<file path="config.mk">
export PLATFORM = sky130hd
export DESIGN_NAME = axis_rr_arbiter_flat
export DESIGN_NICKNAME = d
export VERILOG_FILES = /design/src/rtl/axis_rr_arbiter_if.sv /design/src/rtl/axis_rr_arbiter.sv /design/src/flat_wrapper.sv
export SDC_FILE = /design/constraint.sdc
export NUM_CORES = 1
export LEC_CHECK = 0
export BUFFER_PORTS_ARGS = -buffer_cell sky130_fd_sc_hd__buf_2
export CORE_MARGIN = 5
export CORE_UTILIZATION = 38
export DETAILED_ROUTE_END_ITERATION = 10
export GPL_ROUTABILITY_DRIVEN = 1
export PLACE_DENSITY = 0.95
export SLEW_MARGIN = 20
export SYNTH_ARGS = -nofsm -noshare
export SYNTH_HDL_FRONTEND = slang
export SYNTH_SLANG_ARGS = --single-unit
</file>
<file path="constraint.sdc">
create_clock -name clk -period 2.38 [get_ports clk]
set_clock_uncertainty 0.1 [all_clocks]
set_input_delay 0.476 -clock clk [delete_from_list [all_inputs] [get_ports clk]]
set_output_delay 0.476 -clock clk [all_outputs]
set_load 0.1 [all_outputs]
</file>
<file path="src/rtl/axis_rr_arbiter_if.sv">
// AXI-Stream bundle for the N-input round-robin arbiter: N slave lanes in, one master lane out.
interface axis_rr_arbiter_if #(
  parameter int unsigned N  = 4,
  parameter int unsigned DW = 32,
  parameter int unsigned IW = 2
);
  logic [N*DW-1:0] s_tdata;
  logic [N-1:0]    s_tvalid;
  logic [N-1:0]    s_tlast;
  logic [N-1:0]    s_tready;
  logic [DW-1:0]   m_tdata;
  logic            m_tlast;
  logic [IW-1:0]   m_tid;
  logic            m_tvalid;
  logic            m_tready;
  logic            busy;

  // Arbiter view: consumes the input lanes, drives the merged output.
  modport master (
    input  s_tdata, s_tvalid, s_tlast, m_tready,
    output s_tready, m_tdata, m_tlast, m_tid, m_tvalid, busy
  );

  // Environment view: sources the input lanes and sinks the merged output.
  modport slave (
    output s_tdata, s_tvalid, s_tlast, m_tready,
    input  s_tready, m_tdata, m_tlast, m_tid, m_tvalid, busy
  );
endinterface

</file>
<file path="src/rtl/axis_rr_arbiter.sv">
// Round-robin AXI-Stream arbiter with packet locking: one idle arbitration cycle,
// then the granted input is passed through combinationally until its tlast beat.
module axis_rr_arbiter #(
  parameter int unsigned N  = 4,
  parameter int unsigned DW = 32,
  parameter int unsigned IW = 2
) (
  input  logic                 clk,
  input  logic                 reset,
  axis_rr_arbiter_if.master    bus
);

  typedef enum logic {
    IDLE = 1'b0,
    LOCK = 1'b1
  } state_t;

  state_t        state_q, state_d;
  logic [IW-1:0] grant_q, grant_d;
  logic [IW-1:0] ptr_q,   ptr_d;

  logic          req_any;
  logic [IW-1:0] req_pick;
  logic          hi_found, lo_found;
  logic [IW-1:0] hi_idx,   lo_idx;
  logic [IW-1:0] ptr_wrap;
  logic          beat;

  // Rotating priority: the lowest requester at or above ptr wins, otherwise the
  // lowest requester overall, which is the ptr..N-1,0..ptr-1 search order.
  always_comb begin
    hi_found = 1'b0;
    lo_found = 1'b0;
    hi_idx   = '0;
    lo_idx   = '0;
    for (int unsigned i = 0; i < N; i++) begin
      if (bus.s_tvalid[i]) begin
        if (!lo_found) begin
          lo_found = 1'b1;
          lo_idx   = IW'(i);
        end
        if (!hi_found && (IW'(i) >= ptr_q)) begin
          hi_found = 1'b1;
          hi_idx   = IW'(i);
        end
      end
    end
    req_any  = lo_found;
    req_pick = hi_found ? hi_idx : lo_idx;
  end

  // Wrap at N rather than 2^IW so non-power-of-two widths never point out of range.
  always_comb begin
    if (grant_q == IW'(N - 1)) begin
      ptr_wrap = '0;
    end else begin
      ptr_wrap = grant_q + IW'(1);
    end
  end

  always_comb begin
    bus.m_tdata  = '0;
    bus.m_tlast  = 1'b0;
    bus.m_tvalid = 1'b0;
    bus.m_tid    = '0;
    bus.s_tready = '0;
    bus.busy     = 1'b0;
    if (state_q == LOCK) begin
      bus.m_tid = grant_q;
      bus.busy  = 1'b1;
      for (int unsigned i = 0; i < N; i++) begin
        if (grant_q == IW'(i)) begin
          bus.m_tdata     = bus.s_tdata[i*DW +: DW];
          bus.m_tlast     = bus.s_tlast[i];
          bus.m_tvalid    = bus.s_tvalid[i];
          bus.s_tready[i] = bus.m_tready;
        end
      end
    end
  end

  assign beat = bus.m_tvalid & bus.m_tready;

  always_comb begin
    state_d = state_q;
    grant_d = grant_q;
    ptr_d   = ptr_q;
    unique case (state_q)
      IDLE: begin
        if (req_any) begin
          grant_d = req_pick;
          state_d = LOCK;
        end
      end
      LOCK: begin
        if (beat && bus.m_tlast) begin
          state_d = IDLE;
          ptr_d   = ptr_wrap;
        end
      end
      default: state_d = IDLE;
    endcase
  end

  always_ff @(posedge clk) begin
    if (reset) begin
      state_q <= IDLE;
      grant_q <= '0;
      ptr_q   <= '0;
    end else begin
      state_q <= state_d;
      grant_q <= grant_d;
      ptr_q   <= ptr_d;
    end
  end

endmodule

</file>
<file path="src/flat_wrapper.sv">
// flat-port wrapper written by rule: the top's interface ports become plain ports
module axis_rr_arbiter_flat 
#(
  parameter int unsigned N  = 4,
  parameter int unsigned DW = 32,
  parameter int unsigned IW = 2
)
  (clk, reset, bus_s_tdata, bus_s_tvalid, bus_s_tlast, bus_m_tready, bus_s_tready, bus_m_tdata, bus_m_tlast, bus_m_tid, bus_m_tvalid, bus_busy);
  axis_rr_arbiter_if #(.N(N), .DW(DW), .IW(IW)) bus_i ();
  input  logic clk;
  input  logic reset;
  input wire logic [$bits(bus_i.s_tdata)-1:0] bus_s_tdata;
  input wire logic [$bits(bus_i.s_tvalid)-1:0] bus_s_tvalid;
  input wire logic [$bits(bus_i.s_tlast)-1:0] bus_s_tlast;
  input wire logic [$bits(bus_i.m_tready)-1:0] bus_m_tready;
  output wire logic [$bits(bus_i.s_tready)-1:0] bus_s_tready;
  output wire logic [$bits(bus_i.m_tdata)-1:0] bus_m_tdata;
  output wire logic [$bits(bus_i.m_tlast)-1:0] bus_m_tlast;
  output wire logic [$bits(bus_i.m_tid)-1:0] bus_m_tid;
  output wire logic [$bits(bus_i.m_tvalid)-1:0] bus_m_tvalid;
  output wire logic [$bits(bus_i.busy)-1:0] bus_busy;
  assign bus_i.s_tdata = bus_s_tdata;
  assign bus_i.s_tvalid = bus_s_tvalid;
  assign bus_i.s_tlast = bus_s_tlast;
  assign bus_i.m_tready = bus_m_tready;
  assign bus_s_tready = bus_i.s_tready;
  assign bus_m_tdata = bus_i.m_tdata;
  assign bus_m_tlast = bus_i.m_tlast;
  assign bus_m_tid = bus_i.m_tid;
  assign bus_m_tvalid = bus_i.m_tvalid;
  assign bus_busy = bus_i.busy;
  axis_rr_arbiter #(.N(N), .DW(DW), .IW(IW)) u_core (.clk(clk), .reset(reset), .bus(bus_i));
endmodule
</file>
== Word level (Yosys, flattened, before mapping) ==
Index checks and enable logic that the tools add are counted.

* Register bits: 5
* Bits of input ports: 139
* Output and inout port bits: 41
* Word-level logic and storage cells: 74

* $add $sub $neg: 1
* $lt $le $gt $ge: 4
* Equality and inequality tests: 3
* Multiplexer cells: 51
* Bitwise gates (word level): 2
* Reduce and logical (&&, ||, !) cells: 10

{| class="wikitable"
|+ Operators by type and width
! cell !! number
|-
| $mux W32 || 5
|-
| $mux W1 || 31
|-
| $mux W2 || 13
|-
| $eq A2 B2 Y1 const B || 2
|-
| $ge A1 B2 Y1 const A || 2
|-
| $ge A2 B2 Y1 const A || 2
|-
| $logic_and A1 B1 Y1 || 4
|-
| $mux W4 || 1
|-
| $reduce_and A2 Y1 || 2
|-
| $logic_not A1 Y1 || 3
|-
| $add A2 B1 Y2 const B || 1
|-
| $eq A2 B1 Y1 const B || 1
|-
| $logic_not A2 Y1 || 1
|-
| $pmux W1 S2 || 1
|-
| $and A1 B1 Y1 || 1
|-
| $not A1 Y1 || 1
|}

== Longest topological paths before layout ==
* Depth in word-level cells: 16
* Depth in mapped cells: 8
* Gate-level depth less buffers: 6

== Worst setup path before layout ==
Ideal clock, no wire load.

* Kind: reg2out
* Start point: register u_core.state_q
* End point: output port bus_m_tlast
* Data arrival time: 3720 ps
* Required time: 1804 ps
* Path slack: -1916 ps
* Cell stages (with the launch flop): 4
* Path buffers: 2
* Path through: dfxtp_1 clkbuf_2 clkbuf_1 nor3b_1

* Cells in the longest elaborated chain, start to end: 1

{| class="wikitable"
|+ RTL lines
! element !! line !! RTL
|-
| start, declared || axis_rr_arbiter.sv:18 || <nowiki>state_t state_q, state_d;</nowiki>
|-
| start signal, assigned || axis_rr_arbiter.sv:111 || <nowiki>state_q <= state_d;</nowiki>
|-
| $mux W1 || axis_rr_arbiter.sv:68 || <nowiki>if (state_q == LOCK) begin</nowiki>
|-
| end, declared || flat_wrapper.sv:18 || <nowiki>output wire logic [$bits(bus_i.m_tlast)-1:0] bus_m_tlast;</nowiki>
|}

Every way passes these cells.

== Final worst setup path ==
* Start point: register u_core.grant_q[1]
* End point: output port bus_m_tdata[4]

* Cells in the longest elaborated chain, start to end: 6
* Elaborated cells between the ends (all ways): 9
* Those cells by class: 3 x eq/ne; 5 x mux; 1 x reduce/logical

{| class="wikitable"
|+ RTL lines
! element !! line !! RTL
|-
| start, declared || axis_rr_arbiter.sv:19 || <nowiki>logic [IW-1:0] grant_q, grant_d;</nowiki>
|-
| start signal, assigned || axis_rr_arbiter.sv:112 || <nowiki>grant_q <= grant_d;</nowiki>
|-
| $logic_not A2 Y1 || axis_rr_arbiter.sv:72 || <nowiki>if (grant_q == IW'(i)) begin</nowiki>
|-
| $mux W32 (3 in a row) || axis_rr_arbiter.sv:72 ||
|-
| $mux W32 * || axis_rr_arbiter.sv:72 ||
|-
| $mux W32 * || axis_rr_arbiter.sv:68 ||
|-
| end, declared || flat_wrapper.sv:17 || <nowiki>output wire logic [$bits(bus_i.m_tdata)-1:0] bus_m_tdata;</nowiki>
|}

Every way passes the cells marked *; elsewhere a longest branch is shown, timed or not.

==> out/qor.log <==
INFO  outcome        outcome=finished, violations left
INFO  outcome        failed_checks=negative setup slack
INFO  placed_design  post-place-cells=509
INFO  synth          synthesis.nets=423
INFO  synth          synth_edf_count=0
INFO  final_layout   final_layout_size_suffix_gt1_share=66.60%
INFO  detailed_routing ant_nets=0
INFO  detailed_routing sum_of_routed_wire_length_over_all_layers=13,390um
INFO  synth          synth_top_family_by_area=compound AO/OA/AOI/OAI gates
INFO  timing         worst_slew_pin_slew=0.5076ns
INFO  job            number_of_max_cap_violations=0
INFO  placed_design  buffer_ports.inserted=179
INFO  detailed_routing detail_route.drc_violations=0
INFO  timing         hold_viol_final=0
INFO  power_and_ir_drop leakagePower=2.204nW
INFO  final_layout   instances_no_fill=538
INFO  placed_design  gp_congestion=0.8731
INFO  timing         period_needed=2.609ns
INFO  timing         min_period_over_period=109.6%
INFO  timing         report.final.setup_viol=37
INFO  floorplanning  design.core.area=4755um^2
INFO  final_layout   layout_commonest_cell=sky130_fd_sc_hd__buf_2
INFO  clocking       cts_hold_buf=0
INFO  synth          synth-seq-area-share=5.366%
INFO  floorplanning  die_height=80.07um
INFO  power_and_ir_drop power.density_cell_area=546.0nW/um^2
INFO  worst_setup_path endpoint_kind=output port
INFO  clocking       clkTransAtPathRegs=0.04ns
INFO  global_route   antenna_found_initial=0
INFO  final_layout   num-nets-final=614
INFO  power_and_ir_drop clkPwrFrac=6.9%
INFO  synth          synthXorXnorAreaFrac=0%
INFO  floorplanning  design.portCount=180
INFO  detailed_routing wirelength_per_cell=24.88um
INFO  power_and_ir_drop internal_power=1.095mW
INFO  power_and_ir_drop p_switching=1.345mW
INFO  power_and_ir_drop switching_share=55.11%
INFO  worst_setup_path arrival=2.03ns
INFO  synth          synth-compound-area-share=50.77%
INFO  timing         grt_setup_unrepaired=true
INFO  clocking       clock-root-buffer=sky130_fd_sc_hd__clkbuf_8
INFO  worst_setup_path worst-endpoint-required=1.80ns
INFO  power_and_ir_drop combinationalPowerShare=88.0%
INFO  clocking       numClockSinks=5
INFO  synth          synth_top_cell_area_share=15.96%
INFO  timing         setup-tns-final=-4.166ns
INFO  clocking       cts_tree=built
INFO  clocking       cts_h_tree_depth=1
INFO  synth          synthAdderAreaFrac=2.683%
INFO  final_layout   area_growth=139.6%
INFO  detailed_routing starting_drc_count_in_detailed_routing=378
INFO  timing         fmax=383.3MHz
INFO  synth          ys.warnings.count=0
INFO  worst_setup_path critPathMaxFanout=17
INFO  clocking       clkLatencyLatePin=0.23ns
INFO  worst_setup_path setup.worst_path.class=reg -> out
INFO  synth          synthTopCellsByArea=sky130_fd_sc_hd__a211o_1 16%, sky130_fd_sc_hd__a221oi_1 15%, sky130_fd_sc_hd__a21boi_1 13%
INFO  detailed_routing firstDrtPassIters=7
INFO  synth          instance_count_of_the_mapped_netlist=280
INFO  timing         maxSlewHeadroom=66.39%
INFO  floorplanning  initial_core_utilization=39.24%
INFO  timing         setup_slack=-0.2287ns
INFO  detailed_routing routed_via_density=6.152
INFO  synth          ys_types=31
INFO  global_route   grt-ovfl-total=0
INFO  placed_design  dp_hpwl=7257um
INFO  power_and_ir_drop sequential_fraction_of_design_power=5.1%
INFO  global_route   grt_start_max_net_pins=30
INFO  synth          synth_ff_type=sky130_fd_sc_hd__dfxtp_1
INFO  global_route   number_of_global_route_vias_before_repair=3,311
INFO  synth          synth.mux.area_fraction=1.677%
INFO  clocking       cts_made_buffers=3
INFO  synth          number_of_storage_elements_in_the_synthesis_netlist=5
INFO  floorplanning  dieArea=6410um^2
INFO  final_layout   mostFrequentLayoutCells=141 x sky130_fd_sc_hd__buf_2, 45 x sky130_fd_sc_hd__buf_12, 35 x sky130_fd_sc_hd__nand2_1
INFO  power_and_ir_drop vdd_drop_max=0.0005465V
INFO  synth          post_synth_and_or_nand_nor_area_fraction=24.75%
INFO  synth          syn_area=1866um^2
INFO  global_route   grt_pass1_wl=16,950um
INFO  floorplanning  placement_rows=25
INFO  synth          yosysTopAreaCell=sky130_fd_sc_hd__a211o_1
INFO  worst_setup_path setup.worst_path.start_class=register
INFO  floorplanning  die_outline_width=80.07um
INFO  detailed_routing num_vias=3,310
INFO  synth          synth.avg_cell_area=6.663um^2
INFO  clocking       cts-root-to-sink-buffers=2
INFO  global_route   grt.total_usage=33.97%
INFO  timing         slew_viol_final=0
INFO  hold_path      holdCritPathClass=in -> reg
INFO  synth          async_flop_share=0%
==> cells in the mapped netlist, types with 2 or more instances <==
cell                        count
sky130_fd_sc_hd__ha_1           4
sky130_fd_sc_hd__buf_1          4
sky130_fd_sc_hd__clkinv_1       6
sky130_fd_sc_hd__a21oi_1        5
sky130_fd_sc_hd__nor2b_1       34
sky130_fd_sc_hd__nand2_1       36
sky130_fd_sc_hd__dfxtp_1        5
sky130_fd_sc_hd__and3_1         4
sky130_fd_sc_hd__nor2_1         3
sky130_fd_sc_hd__a21boi_1      32
sky130_fd_sc_hd__mux2i_1        2
sky130_fd_sc_hd__o221ai_1       2
sky130_fd_sc_hd__a2111oi_4      2
sky130_fd_sc_hd__buf_2          6
sky130_fd_sc_hd__nand2b_1       5
sky130_fd_sc_hd__buf_4          3
sky130_fd_sc_hd__a221oi_1      32
sky130_fd_sc_hd__and2_1         2
sky130_fd_sc_hd__clkbuf_1      17
sky130_fd_sc_hd__inv_1         31
sky130_fd_sc_hd__a211o_1       34
sky130_fd_sc_hd__a21o_1         2
==> power groups by stage <==
stage	sequential, mW	clock (mW)	combinational, mW
after global routing	0.128	0.177	2.20
after floorplan	0.120	0	1.31
after global placement	0.123	0	1.90
after detailed placement	0.125	0	1.94
final	0.125	0.169	2.15
after CTS	0.122	0.166	2.01
==> critical path, stage by stage, from the launching register on <==
cell,delay (ns)
sky130_fd_sc_hd__dfxtp_4,0.36
sky130_fd_sc_hd__inv_4,0.07
sky130_fd_sc_hd__ha_4,0.24
sky130_fd_sc_hd__buf_12,0.19
sky130_fd_sc_hd__nor2b_1,0.07
sky130_fd_sc_hd__a221oi_1,0.40
sky130_fd_sc_hd__a211o_1,0.21
sky130_fd_sc_hd__a21boi_4,0.07
sky130_fd_sc_hd__buf_12,0.16
==> kinds of logic (layout without fill, tap and decap cells) <==
family,count (synthesis),count (layout)
buf+inv,68,258
other cells,0,1
mux,3,3
fa+ha+maj,4,4
simple gates,89,89
compound gates,111,111
flops,5,5
==> metrics by stage <==
stage | util (%) | cell area [um^2] | setup WS (ns) | total power, mW | hold WS (ns)
6_report | 94.00 | 4469 | -0.2287 | 2.440 | 0.4132
5_1_grt | 93.95 | 4467 | -0.2615 | 2.500 | 0.4283
4_1_cts | 90.11 | 4284 | -0.1312 | 2.302 | 0.3883
3_5_place_dp | 83.66 | 3978 | 0.04827 | 2.064 | 0.4116
3_3_place_gp | 83.66 | 3978 | 0.1243 | 2.020 | 0.3949
2_1_floorplan | - | 2450 | -0.1157 | 1.431 | 0.3756
==> state kept, by name, indices dropped and copies added (netlist names) <==
| register | count |
|---|---|
| u_core.ptr_q | 2 |
| u_core.grant_q | 2 |
| u_core.state_q | 1 |
==> cell type report <==
cell class              count  area, um^2
multi-input cells         207        2132
repair buffers            217        1952
fillers                   157       285.3
inverters                  37       141.4
flip-flops and latches      5       111.4
well taps                  67       83.83
clock buffers               3       41.29
clock inverters             1       5.005
diodes                      1       2.502
==> layer usage <==
layer	track usage, %	up-vias	routed length [um]
met5	0	-	0
met4	9.966	0	790
met3	6.502	80	1392
met2	67.38	319	6813
met1	35.37	1517	4388
li1	-	1394	-
==> worst paths after layout <==
kind,cells after the start,slack [ns],endpoint,from
max,8,-0.23,bus_m_tdata[4],u_core.grant_q[1]
min,2,0.41,u_core.grant_q[0],reset
max reg2reg,10,-0.15,u_core.ptr_q[0],u_core.grant_q[1]
min reg2reg,2,0.44,u_core.grant_q[0],u_core.grant_q[0]
==> repair_timing <==
action | 4_1_cts | 5_1_grt
resized for setup | 19 | 26
endpoints found under the setup margin | 34 | 36
buffers inserted | 13 | 5
pin swaps | 11 | 7
cloned | 4 | 2
No activity file was read; power rests on OpenSTA's default activity.
